[config.mk]
export PLATFORM = sky130hd
export DESIGN_NAME = wb_reg_responder_flat
export DESIGN_NICKNAME = d
export VERILOG_FILES = /design/src/rtl/wb_resp_pkg.sv /design/src/rtl/wb_reg_responder_if.sv /design/src/rtl/wb_burst_adr_gen.sv /design/src/rtl/wb_reg_responder.sv /design/src/flat_wrapper.sv
export SDC_FILE = /design/constraint.sdc
export NUM_CORES = 1
export LEC_CHECK = 0
export ABC_AREA = 1
export BUFFER_PORTS_ARGS = -buffer_cell sky130_fd_sc_hd__buf_2
export CAP_MARGIN = 20
export CORE_AREA = 2 2 452 454
export DETAILED_ROUTE_END_ITERATION = 8
export DIE_AREA = 0 0 454 456
export SLEW_MARGIN = 20
export SYNTH_ARGS = -nofsm -noshare
export SYNTH_HDL_FRONTEND = slang
export SYNTH_SLANG_ARGS = --single-unit
[constraint.sdc]
create_clock -name wb_clk_i -period 25.2 [get_ports wb_clk_i]
set_input_delay 5.04 -clock wb_clk_i [delete_from_list [all_inputs] [get_ports wb_clk_i]]
set_output_delay 5.04 -clock wb_clk_i [all_outputs]
set_load 0.01 [all_outputs]
[src/rtl/wb_resp_pkg.sv]
//------------------------------------------------------------------------------
// Module  : wb_resp_pkg
// Brief   : Shared cycle/burst type codes and FSM states for wb_reg_responder.
// Revision: 1.0 - initial release
//------------------------------------------------------------------------------
`default_nettype none

package wb_resp_pkg;

  localparam logic [2:0] CTI_CLASSIC = 3'b000;
  localparam logic [2:0] CTI_INCR    = 3'b010;
  localparam logic [2:0] CTI_EOB     = 3'b111;

  localparam logic [1:0] BTE_LINEAR  = 2'b00;
  localparam logic [1:0] BTE_WRAP4   = 2'b01;
  localparam logic [1:0] BTE_WRAP8   = 2'b10;
  localparam logic [1:0] BTE_WRAP16  = 2'b11;

  typedef enum logic [1:0] {
    IDLE  = 2'd0,
    WAIT  = 2'd1,
    ACK   = 2'd2,
    BURST = 2'd3
  } wb_state_e;

endpackage

`default_nettype wire

[src/rtl/wb_reg_responder_if.sv]
//------------------------------------------------------------------------------
// Module  : wb_reg_responder_if
// Brief   : Wishbone B4 bus bundle for one peripheral window.
// Revision: 1.0 - initial release
//------------------------------------------------------------------------------
`default_nettype none

interface wb_reg_responder_if;
  logic [31:0] wb_adr_i;
  logic [31:0] wb_dat_i;
  logic [3:0]  wb_sel_i;
  logic        wb_we_i;
  logic        wb_cyc_i;
  logic        wb_stb_i;
  logic [2:0]  wb_cti_i;
  logic [1:0]  wb_bte_i;
  logic [31:0] wb_dat_o;
  logic        wb_ack_o;
  logic        wb_err_o;
  logic        wb_rty_o;

  modport master (
    output wb_adr_i, wb_dat_i, wb_sel_i, wb_we_i, wb_cyc_i, wb_stb_i, wb_cti_i, wb_bte_i,
    input  wb_dat_o, wb_ack_o, wb_err_o, wb_rty_o
  );

  modport slave (
    input  wb_adr_i, wb_dat_i, wb_sel_i, wb_we_i, wb_cyc_i, wb_stb_i, wb_cti_i, wb_bte_i,
    output wb_dat_o, wb_ack_o, wb_err_o, wb_rty_o
  );
endinterface

`default_nettype wire

[src/rtl/wb_burst_adr_gen.sv]
//------------------------------------------------------------------------------
// Module  : wb_burst_adr_gen
// Brief   : Next word index for Wishbone bursts (linear or 4/8/16 wrap).
// Revision: 1.0 - initial release
//------------------------------------------------------------------------------
`default_nettype none

module wb_burst_adr_gen
  import wb_resp_pkg::*;
(
  input  logic [3:0] i_idx,
  input  logic [1:0] i_bte,
  output logic [3:0] o_next_idx,
  output logic       o_overflow
);

  logic [3:0] w_inc;
  assign w_inc = i_idx + 4'd1;

  // Wrap modes keep the block-aligned upper bits and only advance the low bits.
  always_comb begin
    o_next_idx = w_inc;
    o_overflow = 1'b0;
    case (i_bte)
      BTE_LINEAR: o_overflow = (i_idx == 4'hF);
      BTE_WRAP4:  o_next_idx = {i_idx[3:2], w_inc[1:0]};
      BTE_WRAP8:  o_next_idx = {i_idx[3],   w_inc[2:0]};
      default:    o_next_idx = w_inc;
    endcase
  end

endmodule

`default_nettype wire

[src/rtl/wb_reg_responder.sv]
//------------------------------------------------------------------------------
// Module  : wb_reg_responder
// Brief   : Wishbone B4 slave register window with wait states and bursts.
// Revision: 1.0 - initial release
//------------------------------------------------------------------------------
`default_nettype none

module wb_reg_responder
  import wb_resp_pkg::*;
#(
  parameter int           NUM_REGS    = 16,
  parameter int           WAIT_STATES = 0,
  parameter logic [15:0]  RO_MASK     = 16'h0000,
  parameter logic [511:0] RESET_VAL   = 512'h0
) (
  input  logic                  wb_clk_i,
  input  logic                  wb_rst_i,
  wb_reg_responder_if.slave     wb,
  input  logic [NUM_REGS*32-1:0] hw_status_i,
  output logic [NUM_REGS*32-1:0] ctrl_o,
  output logic [NUM_REGS-1:0]    wr_strobe_o
);

  localparam logic [4:0] c_num_regs  = 5'(NUM_REGS);
  localparam logic [3:0] c_wait_load = 4'(WAIT_STATES - 1);

  wb_state_e     r_state, w_state_nxt;
  logic [3:0]    r_wait_cnt, w_wait_nxt;
  logic [3:0]    r_nxt_idx;
  logic          r_nxt_ovf;
  logic          r_we;
  logic          r_ack, r_err;
  logic [31:0]   r_dat;
  logic [NUM_REGS-1:0] r_strobe;

  logic          w_req, w_in_burst, w_beat, w_beat_err, w_beat_we, w_more, w_wr_go;
  logic [3:0]    w_beat_idx, w_gen_idx;
  logic          w_gen_ovf;
  logic [31:0]   w_view [16];
  logic [NUM_REGS-1:0] w_hit;
  logic          w_unused;

  assign w_unused = ^{wb.wb_adr_i[31:6], wb.wb_adr_i[1:0], hw_status_i};

  assign w_req      = wb.wb_cyc_i & wb.wb_stb_i;
  assign w_in_burst = (r_state == BURST);
  // Burst beats follow the predicted address, not the master's adr.
  assign w_beat_idx = w_in_burst ? r_nxt_idx : wb.wb_adr_i[5:2];
  assign w_beat_we  = w_in_burst ? r_we : wb.wb_we_i;
  assign w_beat_err = (w_in_burst & r_nxt_ovf) | ({1'b0, w_beat_idx} >= c_num_regs);
  assign w_more     = (wb.wb_cti_i == CTI_INCR) & ~w_beat_err;
  assign w_wr_go    = w_beat & w_beat_we & ~w_beat_err;

  wb_burst_adr_gen u_adr_gen (
    .i_idx      (w_beat_idx),
    .i_bte      (wb.wb_bte_i),
    .o_next_idx (w_gen_idx),
    .o_overflow (w_gen_ovf)
  );

  always_ff @(posedge wb_clk_i or posedge wb_rst_i) begin
    if (wb_rst_i) begin
      r_state    <= IDLE;
      r_wait_cnt <= 4'd0;
    end else begin
      r_state    <= w_state_nxt;
      r_wait_cnt <= w_wait_nxt;
    end
  end

  always_comb begin
    w_state_nxt = r_state;
    w_wait_nxt  = r_wait_cnt;
    w_beat      = 1'b0;
    case (r_state)
      IDLE: begin
        if (w_req) begin
          if (WAIT_STATES > 0) begin
            w_state_nxt = WAIT;
            w_wait_nxt  = c_wait_load;
          end else begin
            w_beat      = 1'b1;
            w_state_nxt = w_more ? BURST : ACK;
          end
        end
      end
      WAIT: begin
        if (!w_req) begin
          w_state_nxt = IDLE;
        end else if (r_wait_cnt == 4'd0) begin
          w_beat      = 1'b1;
          w_state_nxt = w_more ? BURST : ACK;
        end else begin
          w_wait_nxt  = r_wait_cnt - 4'd1;
        end
      end
      ACK: w_state_nxt = IDLE;
      BURST: begin
        if (!wb.wb_cyc_i) begin
          w_state_nxt = IDLE;
        end else if (wb.wb_stb_i) begin
          w_beat = 1'b1;
          if (!w_more) w_state_nxt = ACK;
        end
      end
      default: w_state_nxt = IDLE;
    endcase
  end

  always_ff @(posedge wb_clk_i or posedge wb_rst_i) begin
    if (wb_rst_i) begin
      r_ack     <= 1'b0;
      r_err     <= 1'b0;
      r_dat     <= 32'h0;
      r_strobe  <= '0;
      r_nxt_idx <= 4'd0;
      r_nxt_ovf <= 1'b0;
      r_we      <= 1'b0;
    end else begin
      r_ack    <= w_beat & ~w_beat_err;
      r_err    <= w_beat & w_beat_err;
      r_strobe <= w_hit;
      if (w_beat) begin
        r_dat     <= w_beat_err ? 32'h0 : w_view[w_beat_idx];
        r_nxt_idx <= w_gen_idx;
        r_nxt_ovf <= w_gen_ovf;
        r_we      <= w_beat_we;
      end
    end
  end

  for (genvar i = 0; i < 16; i++) begin : g_reg
    if (i < NUM_REGS) begin : g_impl
      if (!RO_MASK[i]) begin : g_rw
        logic [31:0] r_q;
        assign w_hit[i] = w_wr_go & (w_beat_idx == 4'(i));
        always_ff @(posedge wb_clk_i or posedge wb_rst_i) begin
          if (wb_rst_i) begin
            r_q <= RESET_VAL[32*i +: 32];
          end else if (w_hit[i]) begin
            for (int b = 0; b < 4; b++) begin
              if (wb.wb_sel_i[b]) r_q[8*b +: 8] <= wb.wb_dat_i[8*b +: 8];
            end
          end
        end
        assign w_view[i]         = r_q;
        assign ctrl_o[32*i +: 32] = r_q;
      end else begin : g_ro
        // Read-only slot: writes are acked but dropped, no strobe.
        assign w_hit[i]          = 1'b0;
        assign w_view[i]         = hw_status_i[32*i +: 32];
        assign ctrl_o[32*i +: 32] = 32'h0;
      end
    end else begin : g_none
      assign w_view[i] = 32'h0;
    end
  end

  assign wb.wb_ack_o = r_ack;
  assign wb.wb_err_o = r_err;
  assign wb.wb_dat_o = r_dat;
  assign wb.wb_rty_o = 1'b0;
  assign wr_strobe_o = r_strobe;

endmodule

`default_nettype wire

[src/flat_wrapper.sv]
// flat-port wrapper written by rule: the top's interface ports become plain ports
module wb_reg_responder_flat import wb_resp_pkg::*;
#(
  parameter int           NUM_REGS    = 16,
  parameter int           WAIT_STATES = 0,
  parameter logic [15:0]  RO_MASK     = 16'h0000,
  parameter logic [511:0] RESET_VAL   = 512'h0
)
  (wb_clk_i, wb_rst_i, hw_status_i, ctrl_o, wr_strobe_o, wb_wb_adr_i, wb_wb_dat_i, wb_wb_sel_i, wb_wb_we_i, wb_wb_cyc_i, wb_wb_stb_i, wb_wb_cti_i, wb_wb_bte_i, wb_wb_dat_o, wb_wb_ack_o, wb_wb_err_o, wb_wb_rty_o);
  wb_reg_responder_if wb_i ();
  input  logic wb_clk_i;
  input  logic wb_rst_i;
  input  logic [NUM_REGS*32-1:0] hw_status_i;
  output logic [NUM_REGS*32-1:0] ctrl_o;
  output logic [NUM_REGS-1:0] wr_strobe_o;
  input wire logic [$bits(wb_i.wb_adr_i)-1:0] wb_wb_adr_i;
  input wire logic [$bits(wb_i.wb_dat_i)-1:0] wb_wb_dat_i;
  input wire logic [$bits(wb_i.wb_sel_i)-1:0] wb_wb_sel_i;
  input wire logic [$bits(wb_i.wb_we_i)-1:0] wb_wb_we_i;
  input wire logic [$bits(wb_i.wb_cyc_i)-1:0] wb_wb_cyc_i;
  input wire logic [$bits(wb_i.wb_stb_i)-1:0] wb_wb_stb_i;
  input wire logic [$bits(wb_i.wb_cti_i)-1:0] wb_wb_cti_i;
  input wire logic [$bits(wb_i.wb_bte_i)-1:0] wb_wb_bte_i;
  output wire logic [$bits(wb_i.wb_dat_o)-1:0] wb_wb_dat_o;
  output wire logic [$bits(wb_i.wb_ack_o)-1:0] wb_wb_ack_o;
  output wire logic [$bits(wb_i.wb_err_o)-1:0] wb_wb_err_o;
  output wire logic [$bits(wb_i.wb_rty_o)-1:0] wb_wb_rty_o;
  assign wb_i.wb_adr_i = wb_wb_adr_i;
  assign wb_i.wb_dat_i = wb_wb_dat_i;
  assign wb_i.wb_sel_i = wb_wb_sel_i;
  assign wb_i.wb_we_i = wb_wb_we_i;
  assign wb_i.wb_cyc_i = wb_wb_cyc_i;
  assign wb_i.wb_stb_i = wb_wb_stb_i;
  assign wb_i.wb_cti_i = wb_wb_cti_i;
  assign wb_i.wb_bte_i = wb_wb_bte_i;
  assign wb_wb_dat_o = wb_i.wb_dat_o;
  assign wb_wb_ack_o = wb_i.wb_ack_o;
  assign wb_wb_err_o = wb_i.wb_err_o;
  assign wb_wb_rty_o = wb_i.wb_rty_o;
  wb_reg_responder #(.NUM_REGS(NUM_REGS), .WAIT_STATES(WAIT_STATES), .RO_MASK(RO_MASK), .RESET_VAL(RESET_VAL)) u_core (.wb_clk_i(wb_clk_i), .wb_rst_i(wb_rst_i), .wb(wb_i), .hw_status_i(hw_status_i), .ctrl_o(ctrl_o), .wr_strobe_o(wr_strobe_o));
endmodule
==> flow_metrics.env <==
export IMPL_numPlacedInstances=6915
export IMPL_final_hold_violation_count=0
export IMPL_max_slew_margin_pct=20.9
export IMPL_ff2ff_setup_slack_ns=20.28
export IMPL_hold_class="register to register"
export IMPL_insertion_delay_ns=0.70
export IMPL_p_sw_share_pct=36.4
export IMPL_fill_cells=22700
export IMPL_seq_power_share_pct=38.3
export IMPL_fin_tns_setup_ns=0
export IMPL_via_per_inst=4.18
export IMPL_finalNetCount=4921
export IMPL_layout_drive_gt1_share_pct=18.8
export IMPL_switching_power_mw=1.05
export IMPL_setup_slack_ns=17.03
export IMPL_synthFlopType="dfrtp_1"
export IMPL_fin_skew_ns=0.0358
export IMPL_rows=165
export IMPL_combPwrFrac_pct=23.6
export IMPL_core_area_um2=202000
export IMPL_grt_pass1_vias=27700
export IMPL_setup_viol=0
export IMPL_ctsResizeCount=0
export IMPL_p_int_mw=1.84
export IMPL_fin_cells=7055
export IMPL_endpoint_kind="register"
export IMPL_p_leak_nw=19.9
export IMPL_hpwl_um=119000
export IMPL_crit_fanout=52
export IMPL_yosysMostFrequentCell="nand2_1"
export IMPL_die_w_um=454
export IMPL_maxSlewViolCount=0
export IMPL_wire_per_inst_um=23.3
export IMPL_cp_required_ns=25.84
export IMPL_overflow=0
export IMPL_grt_max_degree=156
export IMPL_ctsHoldBuffers=0
export IMPL_final_area_um2=36600
export IMPL_reg2reg_depth=12
export IMPL_netlist_area_um2=28500
export IMPL_fmax_mhz=122
export IMPL_cts_buffers=72
export IMPL_rsz0062_at_grt="false"
export IMPL_yosys_area_top_type="dfrtp_1"
export IMPL_outcome="finished clean"
export IMPL_ys_async_sr_fraction_pct=100
export IMPL_num_vias=29500
export IMPL_hold_depth=1
export IMPL_synth_nets=4466
export IMPL_groute_usage_overall_pct=15.4
export IMPL_ys_seq_area_share_pct=50.4
export IMPL_synth_area_leaders="dfrtp_1 (50%), nand2_1 (24%), nand3_1 (14%)"
export IMPL_root_buffer="clkbuf_16"
export IMPL_ir_worst_vdd_mv=0.0431
export IMPL_hold_end="u_core.r_wait_cnt[0]"
export IMPL_synth_area_per_cell_um2=7.38
export IMPL_drc=0
export IMPL_grt_pass1_wl_um=225000
export IMPL_critPathArrivalTime_ns=8.80
export IMPL_hold_start="u_core.r_wait_cnt[0]"
export IMPL_power_density_nw_per_um2=79.2
export IMPL_drv_cap=0
export IMPL_synth_cell_types=34
export IMPL_cp_start_kind="input port"
export IMPL_drtPass1Iterations=8
export IMPL_clkPwrFrac_pct=38.1
export IMPL_fp_dieH_um=456
export IMPL_gp_congestion=0.885
export IMPL_areaGrowthSynthToFinish_pct=28.4
export IMPL_cts_sinks=574
export IMPL_max_slew_worst_pin_slew_ns=1.19
export IMPL_dieArea_um2=207000
export IMPL_dpl_cell_area_um2=34100
export IMPL_synth_seq_cells=574
export IMPL_wl_um=164000
export IMPL_cts_max_level=3
export IMPL_drtIter0Drc=3321
export IMPL_final_util_pct=18.1
export IMPL_ys_top_cells_by_count="nand2_1 (1,860), nand3_1 (799), dfrtp_1 (574)"
export IMPL_post_route_period_util_pct=32.4
export IMPL_port_buffers=611
export IMPL_preCtsSetupSlack_ns=16.36
export IMPL_post_cts_buffers=0
export IMPL_synth_top_cell_area_share_pct=50.4
export IMPL_syn_instance_count=3862
export IMPL_worstSetupPathType="input port to register"
export IMPL_cts_tree="built"
export IMPL_reg2reg_to="u_core.wb.wb_dat_o[28]"
export IMPL_clk_path_buf_depth=3
export IMPL_antenna_found_initial=28
export IMPL_ys_warn_count=0
export IMPL_drtAntennaViolNets=0
export IMPL_start_util_pct=14.1
export IMPL_ios=1153
export IMPL_final_min_clock_period_ns=8.17
export IMPL_synth_edf_count=0
export IMPL_clk_pin_slew_worst_paths_ns=0.07
export IMPL_r2r_start="u_core.r_state[1]"
-- registers in the layout, summed over array words and instances, names as in the netlist, 2 cells and up --
| signal | flops |
|---|---|
| u_core.wr_strobe_o | 16 |
| u_core.r_wait_cnt | 4 |
| u_core.r_state | 2 |
| u_core.g.g_impl.g_rw.r_q | 512 |
| u_core.r_nxt_idx | 4 |
| u_core.wb.wb_dat_o | 32 |
-- cell usage in the layout, fill, tap and decap left out, types with 2 or more instances in the layout --
cell        count
nor2_8         10
o21ai_0         8
inv_6           4
clkbuf_16      72
nand3_1       798
nand3_2        11
clkinv_2        7
nand3b_1        3
bufinv_16       6
inv_1         161
a21oi_1        69
buf_4          51
o21ai_2         2
buf_12          2
nor2_1         39
ha_1           14
clkbuf_1       18
xor2_1          2
nand2_2         8
dfrtp_1       574
inv_16          3
nor2_4          9
clkbuf_8       12
clkinvlp_4      2
o21ai_4         2
clkinv_4        3
diode_2        10
nand2_4         2
clkinv_8        2
nand2_1      1857
buf_2         607
-- cell type report --
type                       instances  area [um2]  area share, %
antenna                           10        25.0         0.0684
clock buffer                     102        2030           5.56
clock inverter                    28         414           1.13
inverter                         165         629           1.72
multi-input combinational       2843       12300           33.7
sequential                       574       14400           39.2
tap                             2672        3340           9.13
timing repair buffer             661        3470           9.49
-- through the flow --
stage	hold WS, ns	total power, mW
after CTS	0.472	2.93
after detailed placement	0.459	1.82
after global placement	0.455	1.81
after global routing	0.490	3.03
final	0.469	2.90
after floorplan	0.442	1.45
-- critical path, stage by stage --
cell and delay (ns):
buf_2 0.11, inv_1 0.04, nand2_1 0.09, nand2_4 0.37
buf_4 0.63, buf_4 0.67, buf_4 0.66, nand2_1 0.11
nand3_1 0.10, a21oi_1 0.15, nor2_1 0.43, nand2_1 0.15
nand2_1 0.08
-- power by group through the flow --
stage          logic, mW  clock network [mW]  registers, mW
2_1_floorplan      0.292                   0           1.16
3_3_place_gp       0.694                   0           1.12
3_5_place_dp       0.696                   0           1.12
4_1_cts            0.699                1.13           1.11
5_1_grt            0.743                1.16           1.12
6_report           0.684                1.10           1.11
-- metal layers --
metal / vias to the layer above / part of all wire [%] / track usage [%]
met5: - / 0.096 / 0
met4: 24 / 11 / 14.4
met3: 417 / 8.5 / 3.83
met2: 1626 / 46 / 23.9
met1: 14300 / 35 / 17.1
li1: 13100 / - / -
-- worst max path at each step --
stage,start,end,slack [ns],cells after the start
after floorplan,wb_rst_i,u_core.g_reg[0].g_impl.g_rw.r_q[0],4.10,1
after global placement,wb_wb_adr_i[2],u_core.wb.wb_dat_o[28],16.33,13
after detailed placement,wb_wb_adr_i[2],u_core.wb.wb_dat_o[28],16.36,13
after CTS,wb_wb_adr_i[2],u_core.wb.wb_dat_o[28],17.13,13
after global routing,wb_wb_adr_i[2],u_core.wb.wb_dat_o[28],16.90,13
final,wb_wb_adr_i[2],u_core.wb.wb_dat_o[28],17.03,13
-- logic make-up (layout without fill, tap and decap cells) --
logic type | after synthesis | count (layout) | share of synthesized area (%)
xor+xnor | 3 | 3 | 0.0922
flops | 574 | 574 | 50.4
mux | 1 | 1 | 0.0395
fa+ha+maj | 14 | 14 | 0.615
simple gates | 2741 | 2741 | 40.7
compound gates | 83 | 83 | 1.50
buf+inv | 445 | 956 | 6.65
other cells | 1 | 11 | 0.0132
Note: power is estimated with default switching activity, not from simulation.
